## config.mk

```make
export PLATFORM = sky130hd
export DESIGN_NAME = mem_access_ctrl
export DESIGN_NICKNAME = d
export VERILOG_FILES = /design/src/rtl/mem_access_ctrl.sv
export SDC_FILE = /design/constraint.sdc
export NUM_CORES = 1
export LEC_CHECK = 0
export CAP_MARGIN = 40
export CELL_PAD_IN_SITES_DETAIL_PLACEMENT = 0
export CELL_PAD_IN_SITES_GLOBAL_PLACEMENT = 1
export CORE_ASPECT_RATIO = 2
export CORE_UTILIZATION = 30
export CTS_CLUSTER_SIZE = 30
export DETAILED_ROUTE_END_ITERATION = 6
export MAX_ROUTING_LAYER = met4
export PLACE_DENSITY_LB_ADDON = 0.1
export SLEW_MARGIN = 20
export SYNTH_ARGS = -nofsm -noshare
export SYNTH_HDL_FRONTEND = slang
export SYNTH_SLANG_ARGS = --single-unit
```

## constraint.sdc

```tcl
create_clock -name clk -period 5.25 [get_ports clk]
set_input_delay 1.575 -clock clk [delete_from_list [all_inputs] [get_ports clk]]
set_output_delay 1.575 -clock clk [all_outputs]
set_load 0.005 [all_outputs]
```

## src/rtl/mem_access_ctrl.sv

```systemverilog
// mem_access_ctrl
//
// Sequencer for the MEM-stage data-memory access. It splits each CPU word
// read or write into two half-word accesses on an external SRAM. The low
// half goes first, then the high half. Each half-access is held for
// WAIT_CYCLES clock cycles.
//
// Handshake: a request (rd_en / wr_en) is accepted only while the sequencer
// is idle. The requester keeps it asserted and is held by `freeze` until the
// one-cycle `ready` pulse. A transaction that has started always runs to
// completion, even if the request drops; it stops early only on reset.
//
// Ports
//   clk, rst        clock; synchronous active-low reset
//   rd_en, wr_en    read / write request (a write wins if both are high)
//   address         byte address; word index taken from [ADDR_WIDTH:2]
//   write_data      store data
//   read_data       last completed read word (registered)
//   ready           one-cycle completion pulse (registered)
//   freeze          pipeline hold, (rd_en|wr_en) & ~ready (combinational)
//   sram_addr       half-word address (registered)
//   sram_wdata      half-word write data (registered)
//   sram_rdata      half-word read data from the SRAM
//   sram_we_n       active-low write enable (registered)
module mem_access_ctrl #(
  parameter int BIT_NUMBER  = 32,
  parameter int ADDR_WIDTH  = 18,
  parameter int WAIT_CYCLES = 4
) (
  input  logic                    clk,
  input  logic                    rst,
  input  logic                    rd_en,
  input  logic                    wr_en,
  input  logic [BIT_NUMBER-1:0]   address,
  input  logic [BIT_NUMBER-1:0]   write_data,
  output logic [BIT_NUMBER-1:0]   read_data,
  output logic                    ready,
  output logic                    freeze,
  output logic [ADDR_WIDTH-1:0]   sram_addr,
  output logic [BIT_NUMBER/2-1:0] sram_wdata,
  input  logic [BIT_NUMBER/2-1:0] sram_rdata,
  output logic                    sram_we_n
);

  localparam int HALF = BIT_NUMBER / 2;

  localparam logic [1:0] IDLE = 2'd0;
  localparam logic [1:0] LOW  = 2'd1;
  localparam logic [1:0] HIGH = 2'd2;
  localparam logic [1:0] DONE = 2'd3;

  localparam logic [3:0] LAST = 4'(WAIT_CYCLES - 1);

  logic [1:0]            state;
  logic [3:0]            cnt;
  logic [ADDR_WIDTH-2:0] word_idx;
  logic [BIT_NUMBER-1:0] wdata_q;
  logic                  is_write;
  logic [HALF-1:0]       stage_lo;

  // Address bits outside the word index are ignored.
  logic unused_addr_bits;
  assign unused_addr_bits = ^{address[BIT_NUMBER-1:ADDR_WIDTH+1], address[1:0]};

  assign freeze = (rd_en | wr_en) & ~ready;

  // The SRAM-side outputs are registered. They are loaded on the same edge
  // that enters each half, so they are already valid in the first cycle of
  // that half and stay stable for all of its cycles.
  always_ff @(posedge clk) begin
    if (!rst) begin
      state      <= IDLE;
      cnt        <= '0;
      word_idx   <= '0;
      wdata_q    <= '0;
      is_write   <= 1'b0;
      stage_lo   <= '0;
      read_data  <= '0;
      ready      <= 1'b0;
      sram_addr  <= '0;
      sram_wdata <= '0;
      sram_we_n  <= 1'b1;
    end else begin
      ready <= 1'b0;
      case (state)
        IDLE: begin
          if (rd_en | wr_en) begin
            word_idx   <= address[ADDR_WIDTH:2];
            wdata_q    <= write_data;
            is_write   <= wr_en;
            cnt        <= '0;
            state      <= LOW;
            sram_addr  <= {address[ADDR_WIDTH:2], 1'b0};
            sram_wdata <= write_data[HALF-1:0];
            sram_we_n  <= ~wr_en;
          end
        end
        LOW: begin
          if (cnt == LAST) begin
            if (!is_write) stage_lo <= sram_rdata;
            cnt        <= '0;
            state      <= HIGH;
            // sram_we_n is not reloaded here, so a write holds it low
            // across the change from the low half to the high half.
            sram_addr  <= {word_idx, 1'b1};
            sram_wdata <= wdata_q[BIT_NUMBER-1:HALF];
          end else begin
            cnt <= cnt + 4'd1;
          end
        end
        HIGH: begin
          if (cnt == LAST) begin
            if (!is_write) read_data <= {sram_rdata, stage_lo};
            cnt        <= '0;
            state      <= DONE;
            ready      <= 1'b1;
            sram_addr  <= '0;
            sram_wdata <= '0;
            sram_we_n  <= 1'b1;
          end else begin
            cnt <= cnt + 4'd1;
          end
        end
        DONE: begin
          state <= IDLE;
        end
        default: begin
          state <= IDLE;
        end
      endcase
    end
  end

endmodule

```

# --- After elaboration in Yosys (flattened, before gate mapping) ---
# Cells that the tools add are included.
totals:
  latchBits: 0
  n_memories: 0
  word_cells: 56
  mem_bits_rw: 0
  regBits: 140
  out_inout_bits: 69
  mem_bits_ro: 0
classes:
  n_lt_le_gt_ge: 0
  shifts: 0
  n_eq_ne: 7
  n_mul: 0
  bitwise_logic: 5
  div_mod_pow: 0
  n_reduce_logical: 13
  muxes: 19
  addsub: 1
op_table:
  columns: ["cell", "n"]
  rows:
  - ["18-bit 2-to-1 mux", 3]
  - ["18-bit case mux with 3 select lines", 1]
  - ["16-bit 2-to-1 mux", 3]
  - ["16-bit case mux with 3 select lines", 1]
  - ["3-bit AND reduction", 4]
  - ["4-bit 2-to-1 mux", 2]
  - ["2-bit case mux with 4 select lines", 1]
  - ["4-bit case mux with 2 select lines", 1]
  - ["2-bit 2-to-1 mux", 3]
  - ["2-bit inequality test, second input constant", 3]
  - ["2-bit AND reduction", 3]
  - ["4-bit by 1-bit adder with 4-bit output, second input constant", 1]
  - ["2-bit == test, second input constant", 2]
  - ["4-bit by 2-bit == test with 1-bit output, second input constant", 1]
  - ["4-bit AND reduction", 1]
  - ["2-bit nonzero test", 2]
  - ["1-bit 2-to-1 mux", 3]
  - ["1-bit NOT", 3]
  - ["3-bit nonzero test", 1]
  - ["2-bit by 1-bit == test with 1-bit output, second input constant", 1]
  - ["2-bit logical NOT", 1]
  - ["1-bit case mux with 2 select lines", 1]
  - ["2-bit OR reduction", 1]
  - ["1-bit bitwise AND", 1]
  - ["1-bit bitwise OR", 1]

# --- Longest topological paths before layout ---
# Gate-level depths: netlist (run 1).
depth:
  depth_word: 4
  ltp_mapped: 8
  depth_no_buf: 5

# --- Worst setup path after synthesis (run 1) ---
# OpenSTA, ideal clock, no wires.
synth_path:
  path_kind: "input to output"
  from: "input wr_en"
  to: "output freeze"
  arrival_ns: 1.820
  setup_slack_ns: 1.855
  stages: 3
  required_ns: 3.675
  path_cell_list: "buf_6 -> nor2_1 -> nor2_1"
synth_via:
  elab_chain_cells: 2
synth_lines:
  columns: ["element", "line_no", "text"]
  rows:
  - ["start, declared", "33", "input logic wr_en,"]
  - ["1-bit bitwise OR", "65", "assign freeze = (rd_en | wr_en) & ~ready;"]
  - ["1-bit bitwise AND", "65", null]
  - ["end, declared", "38", "output logic freeze,"]
# No other way between the ends.

# --- Worst setup path in the final report (run 1) ---
# Same ends and word-level chain as after synthesis.

==> metrics.txt, run 1 <==
Sink Count 124; Slew HR 56.3%; Critical Path Slowest Stage Cell clkdlybuf4s50_1; Clock Tree Buf Depth 2; Seq/Total Area, Yosys 46.8%; Max Clk Rate 0.220 GHz; CP endpoint freeze; HPWL after DPL 9250 um; Via-to-Cell Ratio 4.69; crit start category input port; worst reg2reg startpoint state[1]$_SDFFE_PN0P_; CP Capture Type output pin; worst clock skew 0.0118 ns; asr flop ratio synth 0%; clk_lat worst skew 0.42 ns; die outline width 96.0 um; Syn Inst Count 604; Final Cycle Share 86.7%; DRT antenna net count 0; Synth Net Count 695; path depth of the worst reg2reg path 7; first-pass GRT wire length 21800 um; initial antenna violation count 2; hold_buf cts 0; via count 4444; Mean Syn Cell Area 8.78 um^2; crit path launch wr_en; area grow syn2layout 40.4%; drt first pass iters 4; Initial DRC Count 126; die area 18200 um^2; number of port buffers 137; Setup Buffers After CTS 0; worst reg-to-reg setup slack 2.96 ns; H-Tree Depth 4; RSZ-0062 raised after global routing false; critical path class in2out; CTS buffer count 17; Rows 68; Slew @ Worst Pin 0.653 ns; IO Pins 153; Critical Path AT 2.98 ns; Min Hold Slack 0.449 ns; Worst IR Drop VDD 0.000211 V; top_reg_cell synth dfxtp_1; CP max stage delay 0.66 ns; Leak 3.22 nW; maximum number of pins on one net before global-route repair 62; setup TNS 0 ns; met3 wire len 519 um; Overflow after GRT 0; Hold Path Class reg2reg; Max Fanout on Critical Path 8; max-slew violation count 0; Power Total 0.00349 W; Netlist cell types 34; drt drc 0; reg2reg end sram_wdata[13]$_SDFFE_PN0P_; Final setup viols 0; share of layout cells above drive strength 1 6.52%; run status finished clean; Syn. warnings 0; routed wire length 13800 um; wire length on met2 7420 um; highest routing layer actually used met4; fin nets 815; Std-Cell Core Area 17300 um^2; crit path time final 4.55 ns; worst endpoint required time 3.68 ns; vias in the first global route 4399; Final Hold Fails 0; CTS tree done; Die H 190 um; post-synthesis register bit count 124; clock transition at the registers of the reported paths 0.05 ns; pwr/cell area 468 nW/um^2; GPL Wtd Cong 0.730; MaxCap Viol Count 0; Initial Util 30.7%; wl on met1 5560 um; post-CTS sizing 0; Cell Area, Synth 5300 um^2; WL/cell 14.5 um; clock root cell clkbuf_16; Tot GR Track Use 16.4%; number of synthesized flops with an enable pin 0; critical-path cell list clkdlybuf4s50_1 -> nor2_1 -> nor2_1 -> clkdlybuf4s50_1
-- flip-flops by register name, indices dropped and copies added, names as in the netlist --
register / count
is_write: 1
cnt: 4
stage_lo: 16
wdata_q: 16
word_idx: 17
sram_we_n: 1
sram_addr: 18
sram_wdata: 16
read_data: 32
state: 2
ready: 1
-- stage by stage --
| step | utilization [%] | std cells | setup slack (ns) | instance area, um^2 |
|---|---|---|---|---|
| 2_1_floorplan | - | 604 | 1.85 | 5300 |
| 3_3_place_gp | 39.1 | 911 | 0.705 | 6760 |
| 3_5_place_dp | 39.7 | 915 | 0.697 | 6860 |
| 4_1_cts | 43.1 | 946 | 0.701 | 7440 |
| 5_1_grt | 43.1 | 948 | 0.602 | 7440 |
| 6_report | 43.1 | 948 | 0.697 | 7440 |
-- layer usage --
metal / vias up / global-route usage (%)
li1: 2264 / -
met1: 2070 / 16.5
met2: 97 / 29.2
met3: 13 / 4.08
met4: 0 / 7.00
met5: - / -
-- cell families (layout without fill, tap and decap cells) --
group / count (synthesis) / count (layout) / synth area share [%]
AO/OA/AOI/OAI: 83 / 83 / 8.26
buffers and inverters: 50 / 182 / 4.91
other: 0 / 2 / 0
AND/OR/NAND/NOR: 256 / 256 / 22.5
multiplexers: 84 / 84 / 15.9
flip-flops: 124 / 124 / 46.8
adder cells (fa/ha/maj): 7 / 7 / 1.65
-- final cells by class --
| type | instances | area (um^2) |
|---|---|---|
| Multi-Input combinational cell | 430 | 2580 |
| Inverter | 4 | 15.0 |
| Antenna cell | 2 | 5.00 |
| Fill cell | 1766 | 9830 |
| Tap cell | 210 | 263 |
| Clock inverter | 10 | 118 |
| Clock buffer | 21 | 460 |
| Timing Repair Buffer | 147 | 1520 |
| Sequential cell | 124 | 2480 |
-- Yosys cell counts, types with 2 or more instances --
| library cell | count | area share [%] |
|---|---|---|
| nor2_1 | 3 | 0.21 |
| dfxtp_1 | 124 | 47 |
| and3_1 | 34 | 4.0 |
| mux2i_1 | 84 | 16 |
| ha_1 | 7 | 1.7 |
| nand3_1 | 2 | 0.19 |
| nor2b_1 | 33 | 3.9 |
| buf_2 | 7 | 0.66 |
| clkbuf_1 | 33 | 2.3 |
| a21oi_1 | 37 | 3.5 |
| o21ai_0 | 38 | 3.6 |
| inv_1 | 4 | 0.28 |
| buf_12 | 3 | 1.1 |
| buf_6 | 2 | 0.42 |
| nand2_1 | 172 | 12 |
| nor3b_1 | 2 | 0.28 |
| nand3b_1 | 2 | 0.28 |
-- how the worst min path moves through the flow --
| stage | start | end | slack (ns) | cells after the start |
|---|---|---|---|---|
| global route | wdata_q[18]$_SDFFE_PN0P_ | wdata_q[18]$_SDFFE_PN0P_ | 0.47 | 2 |
| detailed placement | word_idx[9]$_SDFFE_PN0P_ | word_idx[9]$_SDFFE_PN0P_ | 0.44 | 2 |
| finish | wdata_q[25]$_SDFFE_PN0P_ | wdata_q[25]$_SDFFE_PN0P_ | 0.45 | 2 |
| global placement | word_idx[3]$_SDFFE_PN0P_ | word_idx[3]$_SDFFE_PN0P_ | 0.44 | 2 |
| CTS | word_idx[9]$_SDFFE_PN0P_ | word_idx[9]$_SDFFE_PN0P_ | 0.45 | 2 |
| floorplan | wdata_q[16]$_SDFFE_PN0P_ | wdata_q[16]$_SDFFE_PN0P_ | 0.43 | 2 |
-- critical path, delay by kind of cell --
kind	cells	cell delay (ns)
simple gates	2	0.21
buf+inv	2	1.19
-- cells in the final DEF, fill, tap and decap left out, types with 3 or more instances in the layout --
cell type          n
nand2_1          171
clkdlybuf4s50_1  136
dfxtp_1          124
mux2i_1           84
o21ai_0           38
a21oi_1           37
and3_1            34
nor2b_1           33
clkbuf_16         17
buf_4              7
ha_1               6
inv_1              4
clkinvlp_4         4
nor2_1             3
buf_16             3
-- power breakdown --
group	switching, W	internal (W)	leakage [nW]
combinational	0.000547	0.000547	1.94
clock	0.000427	0.000720	0.271
sequential	0.000105	0.00114	1.01
total	0.00108	0.00241	3.22
(Power assumes the default switching activity.)
==> inputs of run 2 (changes only) <==
--- a/config.mk
+++ b/config.mk
@@ -14,7 +14,6 @@
 export DETAILED_ROUTE_END_ITERATION = 6
 export MAX_ROUTING_LAYER = met4
 export PLACE_DENSITY_LB_ADDON = 0.1
-export SLEW_MARGIN = 20
 export SYNTH_ARGS = -nofsm -noshare
 export SYNTH_HDL_FRONTEND = slang
 export SYNTH_SLANG_ARGS = --single-unit
==> run 2 against run 1 <==
Clock skew is 0.0036 ns lower. Register-to-register slack hardly changed. Worst hold slack worse by 0.00054 ns. Critical path depth stayed put. Non-clock buffer count stayed put. Clock power is 6% higher. Fmax hardly changed. Combinational power hardly changed. Sequential share of layout area is 0.12 points lower. Final cell count is 0.11% lower. Via count is 0.72% higher. Largest power group unchanged.
==> metrics.txt, run 2 (synthesized netlist as in run 1, its figures left out) <==
setup TNS 0 ns (unchanged); Hold Path Class reg2reg (unchanged); GPL Wtd Cong 0.730 (unchanged); fillers 1758 (was 1766); number of port buffers 137 (unchanged); max-slew violation count 0 (unchanged); clock transition at the registers of the reported paths 0.06 ns (was 0.05 ns); Critical Path AT 2.98 ns (about the same); Slew @ Worst Pin 0.655 ns (was 0.653 ns); Final setup viols 0 (unchanged); crit path time final 4.56 ns (was 4.55 ns); Setup Buffers After CTS 0 (unchanged); path depth of the worst reg2reg path 7 (unchanged); worst reg2reg startpoint state[1]$_SDFFE_PN0P_ (unchanged); clock root cell clkbuf_16 (unchanged); Register Area 2480 um^2 (unchanged); hold_buf cts 0 (unchanged); Largest regs read_data (32), sram_addr (18), word_idx (17) (unchanged); min-delay src word_idx[5]$_SDFFE_PN0P_ (was wdata_q[25]$_SDFFE_PN0P_); commonest non-fill, non-tap cells in the layout 171 x nand2_1, 136 x clkdlybuf4s50_1, 124 x dfxtp_1 (unchanged); first-pass GRT wire length 22000 um (was 21800 um); Max Fanout on Critical Path 8 (unchanged); worst reg-to-reg setup slack 2.96 ns (about the same); Final Hold Fails 0 (unchanged); reg2reg end sram_wdata[13]$_SDFFE_PN0P_ (unchanged); Leak 3.24 nW (was 3.22 nW); Slew HR 56.1% (was 56.3%); Rows 68 (unchanged); drt first pass iters 4 (unchanged); Via-to-Cell Ratio 4.73 (was 4.69); pwr/cell area 476 nW/um^2 (was 468 nW/um^2); multi-input logic area 2580 um^2 (unchanged); clk_lat worst skew 0.41 ns (was 0.42 ns); Max Clk Rate 0.219 GHz (was 0.220 GHz); HPWL after DPL 9280 um (was 9250 um); H-Tree Depth 4 (unchanged); worst hold stages 2 (unchanged); CTS buffer count 17 (unchanged); IO Pins 153 (unchanged); Tot GR Track Use 16.5% (was 16.4%); worst clock skew 0.00815 ns (was 0.0118 ns); Die H 190 um (unchanged); fin nets 815 (unchanged); MaxCap Viol Count 0 (unchanged); Initial DRC Count 188 (was 126); die outline width 96.0 um (unchanged); WL/cell 14.5 um (about the same); area grow syn2layout 40.9% (was 40.4%); pre-CTS setup slack 0.699 ns (was 0.697 ns); commonest non-fill, non-tap cell in the layout nand2_1 (unchanged); Final Cycle Share 86.8% (was 86.7%); worst endpoint required time 3.68 ns (about the same); initial antenna violation count 1 (was 2); run status finished clean (unchanged); Clock Tree Buf Depth 2 (unchanged); post-CTS sizing 0 (unchanged); RSZ-0062 raised after global routing false (unchanged); Overflow after GRT 0 (unchanged); via count 4476 (was 4444); maximum number of pins on one net before global-route repair 62 (unchanged); DRT antenna net count 0 (unchanged); max reg flops 32 (unchanged); Initial Util 30.7% (unchanged); Std-Cell Core Area 17300 um^2 (unchanged); CP Capture Type output pin (unchanged); Worst Hold Path EP word_idx[5]$_SDFFE_PN0P_ (was wdata_q[25]$_SDFFE_PN0P_); Final WS setup 0.693 ns (was 0.697 ns); share of layout cells above drive strength 1 6.66% (was 6.52%); Sink Count 124 (unchanged); Largest Register read_data (unchanged); drt drc 0 (unchanged); Worst IR Drop VDD 0.000214 V (was 0.000211 V); critical path class in2out (unchanged); die area 18200 um^2 (unchanged); crit start category input port (unchanged); vias in the first global route 4488 (was 4399); routed wire length 13800 um (about the same); CTS tree done (unchanged)
[run 2: metrics by stage]
stage                     hold WS [ns]  std cells  utilization (%)  area [um^2]  power [W]
after floorplan                  0.432        604                -         5300    0.00188
after global placement           0.437        911             39.1         6760    0.00230
after detailed placement         0.443        915             39.7         6850    0.00238
after CTS                        0.450        946             43.2         7470    0.00363
after global routing             0.467        947             43.2         7470    0.00378
final                            0.449        947             43.2         7470    0.00356
[run 2: where the power goes]
group | internal, W | switching (W)
Sequential | 0.00114 | 0.000105
Combinational | 0.000543 | 0.000549
Clock | 0.000801 | 0.000421
Total | 0.00248 | 0.00107
[run 2: routing by layer]
metal  share of wire (%)  wire length [um]  GRT usage (%)  vias to the layer above
met2                  53              7310           29.0                      104
met4                 2.6               352           8.09                        0
met3                 3.8               522           3.08                       20
met1                  41              5580           17.1                     2096
li1                    -                 -              -                     2256
met5                   0                 0              -                        -
[run 2: worst max path at each step]
| stage | from | slack [ns] | to | cells past startpoint |
|---|---|---|---|---|
| after global placement | wr_en | 0.70 | freeze | 4 |
| final | wr_en | 0.69 | freeze | 4 |
| after global routing | wr_en | 0.58 | freeze | 4 |
| after floorplan | wr_en | 1.85 | freeze | 3 |
| after CTS | wr_en | 0.70 | freeze | 4 |
| after detailed placement | wr_en | 0.70 | freeze | 4 |
[run 2: worst max-delay path, cell delays in order]
cell and delay, ns:
clkdlybuf4s50_1 0.67, nor2_1 0.11, nor2_1 0.10, clkdlybuf4s50_1 0.53
[run 2: final cells by class]
class / count / area share (%)
repair buffers: 147 / 20.2
clock inverters: 12 / 2.29
well taps: 210 / 3.52
flip-flops and latches: 124 / 33.2
multi-input cells: 430 / 34.6
inverters: 4 / 0.201
clock buffers: 19 / 5.93
diodes: 1 / 0.0335
